`src/rtl/if_stage.sv`:
```
// Instruction-fetch stage: owns the PC, drives the instruction ROM and fills the IF/ID register.
// Optional macro IF_MISALIGN_CHK_EN: misaligned redirects raise a sticky misalign_o and halt fetch.
module if_stage #(
    parameter logic [31:0] RESET_PC  = 32'h0000_0000,
    parameter logic [31:0] NOP_INSTR = 32'h0000_0013
) (
    input  logic        clk,
    input  logic        rst,
    input  logic        stall_i,
    input  logic        redirect_i,
    input  logic [31:0] redirect_pc_i,
    input  logic        halt_i,
    output logic        rom_rena_o,
    output logic [31:0] rom_raddr_o,
    input  logic [31:0] rom_rdata_i,
    output logic        id_valid_o,
    output logic [31:0] id_pc_o,
    output logic [31:0] id_instr_o,
    output logic        misalign_o
);

    typedef enum logic [1:0] {
        BOOT,
        RUN,
        HALT
    } state_t;

    state_t      state_q, state_d;
    logic [31:0] pc_q, pc_d;
    logic        id_valid_q, id_valid_d;
    logic [31:0] id_pc_q, id_pc_d;
    logic [31:0] id_instr_q, id_instr_d;

`ifdef IF_MISALIGN_CHK_EN
    logic        misalign_q, misalign_d;
`endif

    always_ff @(posedge clk) begin
        if (rst) begin
            state_q    <= BOOT;
            pc_q       <= RESET_PC;
            id_valid_q <= 1'b0;
            id_pc_q    <= 32'h0000_0000;
            id_instr_q <= NOP_INSTR;
        end else begin
            state_q    <= state_d;
            pc_q       <= pc_d;
            id_valid_q <= id_valid_d;
            id_pc_q    <= id_pc_d;
            id_instr_q <= id_instr_d;
        end
    end

`ifdef IF_MISALIGN_CHK_EN
    always_ff @(posedge clk) begin
        if (rst) begin
            misalign_q <= 1'b0;
        end else begin
            misalign_q <= misalign_d;
        end
    end
`endif

    // Every path except a RUN-state stall or fetch leaves a bubble in IF/ID,
    // so the bubble is the default and only those two cases override it.
    always_comb begin
        state_d    = state_q;
        pc_d       = pc_q;
        id_valid_d = 1'b0;
        id_pc_d    = 32'h0000_0000;
        id_instr_d = NOP_INSTR;
`ifdef IF_MISALIGN_CHK_EN
        misalign_d = misalign_q;
`endif
        unique case (state_q)
            BOOT: begin
                state_d = RUN;
            end
            RUN: begin
                if (redirect_i) begin
                    pc_d = redirect_pc_i;
`ifdef IF_MISALIGN_CHK_EN
                    if (redirect_pc_i[1:0] != 2'b00) begin
                        state_d    = HALT;
                        misalign_d = 1'b1;
                    end
`endif
                end else if (halt_i) begin
                    state_d = HALT;
                end else if (stall_i) begin
                    id_valid_d = id_valid_q;
                    id_pc_d    = id_pc_q;
                    id_instr_d = id_instr_q;
                end else begin
                    id_valid_d = 1'b1;
                    id_pc_d    = pc_q;
                    id_instr_d = rom_rdata_i;
                    pc_d       = pc_q + 32'd4;
                end
            end
            HALT: begin
                if (redirect_i) begin
                    pc_d    = redirect_pc_i;
                    state_d = RUN;
`ifdef IF_MISALIGN_CHK_EN
                    if (redirect_pc_i[1:0] != 2'b00) begin
                        state_d    = HALT;
                        misalign_d = 1'b1;
                    end
`endif
                end
            end
            default: begin
                state_d = BOOT;
            end
        endcase
    end

    assign rom_rena_o  = (state_q == RUN);
    assign rom_raddr_o = pc_q;
    assign id_valid_o  = id_valid_q;
    assign id_pc_o     = id_pc_q;
    assign id_instr_o  = id_instr_q;

`ifdef IF_MISALIGN_CHK_EN
    assign misalign_o = misalign_q;
`else
    assign misalign_o = 1'b0;
`endif

endmodule
```
`config.mk`:
```
export PLATFORM = sky130hd
export DESIGN_NAME = if_stage
export DESIGN_NICKNAME = d
export VERILOG_FILES = /design/src/rtl/if_stage.sv
export SDC_FILE = /design/constraint.sdc
export NUM_CORES = 1
export LEC_CHECK = 0
export ABC_CLOCK_PERIOD_IN_PS = 2600
export BUFFER_PORTS_ARGS = -buffer_cell sky130_fd_sc_hd__buf_4
export CELL_PAD_IN_SITES_DETAIL_PLACEMENT = 2
export CELL_PAD_IN_SITES_GLOBAL_PLACEMENT = 2
export CORE_MARGIN = 10
export CORE_UTILIZATION = 28
export CTS_CLUSTER_SIZE = 25
export DETAILED_ROUTE_END_ITERATION = 10
export PLACE_DENSITY = 0.88
export SETUP_SLACK_MARGIN = 0.4
export SLEW_MARGIN = 20
export SYNTH_ARGS = -nofsm -noshare
export SYNTH_HDL_FRONTEND = slang
export SYNTH_SLANG_ARGS = --single-unit
```
`constraint.sdc`:
```
create_clock -name clk -period 2.6 [get_ports clk]
set_input_delay 0 -clock clk [delete_from_list [all_inputs] [get_ports clk]]
set_output_delay 0 -clock clk [all_outputs]
set_load 0.05 [all_outputs]
```
==> impl_metrics.toml <==
[status]
outcome = "complete, no violations"

[critical_path]
critical_path_class = "register to register"
start_kind = "register"
crit_path_start = "state_q[0]$_SDFFE_PP0P_"
cp-end-kind = "register"
cp_data_required_time_ns = 2.83
r2r-start = "state_q[0]$_SDFFE_PP0P_"
cp_max_fo = 26
arrival_ns = 2.29

[sta]
slew_headroom = 0.557
tns_ns = 0
period_minus_slack_ns = 2.06
worst_pin_slew_ns = 0.664
fmaxAchievable_mhz = 485
setup_viol_count_final = 0
hold_viol = 0
slew_viol_final = 0
fin_skew_ns = 0.0103
period_share = 0.793
fin_ws_ns = 0.538
rsz0062_at_grt = "false"

[clock_tree]
insertion_delay_ns = 0.36
cts_tree = "built"
clkSlewWorstSetupHoldPaths_ns = 0.08
cts_max_level = 3
clockBufferDepth = 2
cts_buffers = 9
cts.sinks = 99
clockRootBuffer = "clkbuf_16"

[yosys]
synth.avg_cell_area_um2 = 8.94
synth_common_cells = "dfxtp_1, nor2_1, mux2i_1"
ys_ff_latch = 99
synthesis.nets = 574
yosys-top-cells-area = "dfxtp_1, mux2i_1, nor2_1"
synth.top_cell.area_share = 0.442
syn_area_um2 = 4480
yosysTopAreaCell = "dfxtp_1"
synth-edff-count = 0
ys_seq_area_frac = 0.442
synth_cells = 501
synthMostInstantiatedCell = "dfxtp_1"
synth_cell_types = 56
ys.flop_type = "dfxtp_1"
yosys_warnings = 0
postSynth.asyncResetShare = 0

[die]
fp.dieH_um = 146
rows = 46
dieArea_um2 = 21500
ios = 168
die_w_um = 146
core_um2 = 15800
start_util = 0.284

[power_and_ir_drop]
ir_worst_vdd_mv = 0.348
switchingPower_mw = 1.22
combPwrFrac = 0.201
power_density_nw_per_um2 = 598
leakage_nw = 2.93
p_seq_frac = 0.406
sw_frac_of_total = 0.299
p_int_mw = 2.86
power_frac_clock = 0.393

[global_routing]
antenna_found_initial = 0
grt_pass1_wl_mm = 31.7
grt_pass1_vias = 5251
grt_remaining_overflow = 0
grt_max_degree = 54
grt_usage = 0.184

[finish]
drive_above_1_share = 0.310
utilization = 0.433
diodes = 0
nNetsFinal = 769
syn_to_final_growth_pct = 52.3

[route]
vias = 4660
drtPass1Iterations = 4
vias_per_cell = 5.08
drt-initial-drc-count = 189
drc_errors = 0
wl_per_cell_um = 22.2
drtAntennaViolNets = 0
wl_mm = 20.4

[placed_design]
hpwlAfterDp_mm = 13.5
place_congestion = 0.800
port_buffers = 166
dp_worst_setup_slack_ns = 0.367

[flow_run]
drv_cap = 0

[worst_hold_path]
hp-start = "redirect_pc_i[17]"
hold_path.class = "input pin to register"
worst paths after layout:
kind	end	slack, ns	cells after the start
worst max-delay path	rom_raddr_o[23]$_SDFFE_PP0P_	0.54	8
worst min-delay path	rom_raddr_o[17]$_SDFFE_PP0P_	0.002	4
worst max register to register	rom_raddr_o[23]$_SDFFE_PP0P_	0.54	8
worst min register to register	id_valid_o$_SDFFE_PP0N_	0.49	2
metal layers:
metal	vias to the layer above	GRT usage	wire, um
met5	-	0	0
met4	0	0.0440	236
met3	22	0.0476	1070
met2	140	0.340	10500
met1	2318	0.206	8520
li1	2180	-	-
critical path, cell delays in order (launching register included):
cell	delay [ns]
dfxtp_1	0.33
inv_1	0.09
ha_2	0.33
or2_4	0.38
buf_12	0.21
nor2_1	0.06
and4_1	0.22
a31oi_1	0.18
a31oi_1	0.12
cell usage in the layout (no fill, tap or decap), types with 3 or more instances in the layout:
master / instances
o21ai_0: 13
a311oi_1: 3
buf_4: 175
inv_1: 5
nor3_1: 11
nand3_1: 19
bufinv_16: 3
nor4_1: 3
a21oi_1: 19
nand4_4: 3
a22oi_1: 4
and3_1: 6
dfxtp_2: 3
o21bai_1: 3
nand2b_1: 3
nand2_1: 34
mux2i_1: 64
a211oi_1: 10
a211o_1: 3
a21o_1: 3
a31oi_1: 6
ha_1: 3
nand4_1: 5
dlygate4sd3_1: 48
a2111oi_0: 3
clkbuf_16: 9
o22ai_1: 5
nor2b_1: 3
nor2_1: 87
dfxtp_1: 96
flip-flops by register name, summed over array words and instances (netlist names):
name         count
rom_raddr_o     32
id_instr_o      32
id_valid_o       1
id_pc_o         32
state_q          2
timing repair:
item	CTS	global route
pin swaps	0	2
resized for setup	1	11
buffers inserted	0	2
endpoints found under the hold margin	46	0
endpoints found under the setup margin	6	21
gates cloned	0	0
hold buffers	48	0
metrics by stage:
stage,power [mW],hold WS [ns],area (um^2),std cells
after detailed placement,2.43,0.242,5930,851
after global placement,2.39,0.232,5930,851
after CTS,4.08,0.00515,6760,915
final,4.08,0.00239,6820,917
after global routing,4.23,0.0184,6820,917
after floorplan,2.14,0.144,4480,501
cells by family after synthesis:
| logic type | Yosys count | share of synthesized area |
|---|---|---|
| and+or+nand+nor | 196 | 0.221 |
| DFF | 99 | 0.442 |
| AOI/OAI and AO/OA | 90 | 0.137 |
| muxes | 64 | 0.143 |
| buffers and inverters | 47 | 0.0439 |
| adders and majority gates | 4 | 0.0112 |
| other | 1 | 0.000837 |
cell type report:
class	instances	area [um^2]
Inverter	5	18.8
Clock buffer	11	243
Clock inverter	5	100
Tap cell	216	270
Timing Repair Buffer	226	1850
Multi-Input combinational cell	355	2360
Sequential cell	99	1990
Fill cell	1700	8950
power groups by stage:
stage	Combinational (mW)	Clock [mW]	Sequential, mW
after floorplan	0.310	0	1.83
after global placement	0.705	0	1.68
after detailed placement	0.739	0	1.69
after CTS	0.807	1.62	1.66
after global routing	0.877	1.69	1.67
final	0.819	1.60	1.66
Note: power is estimated with default switching activity, not from simulation.
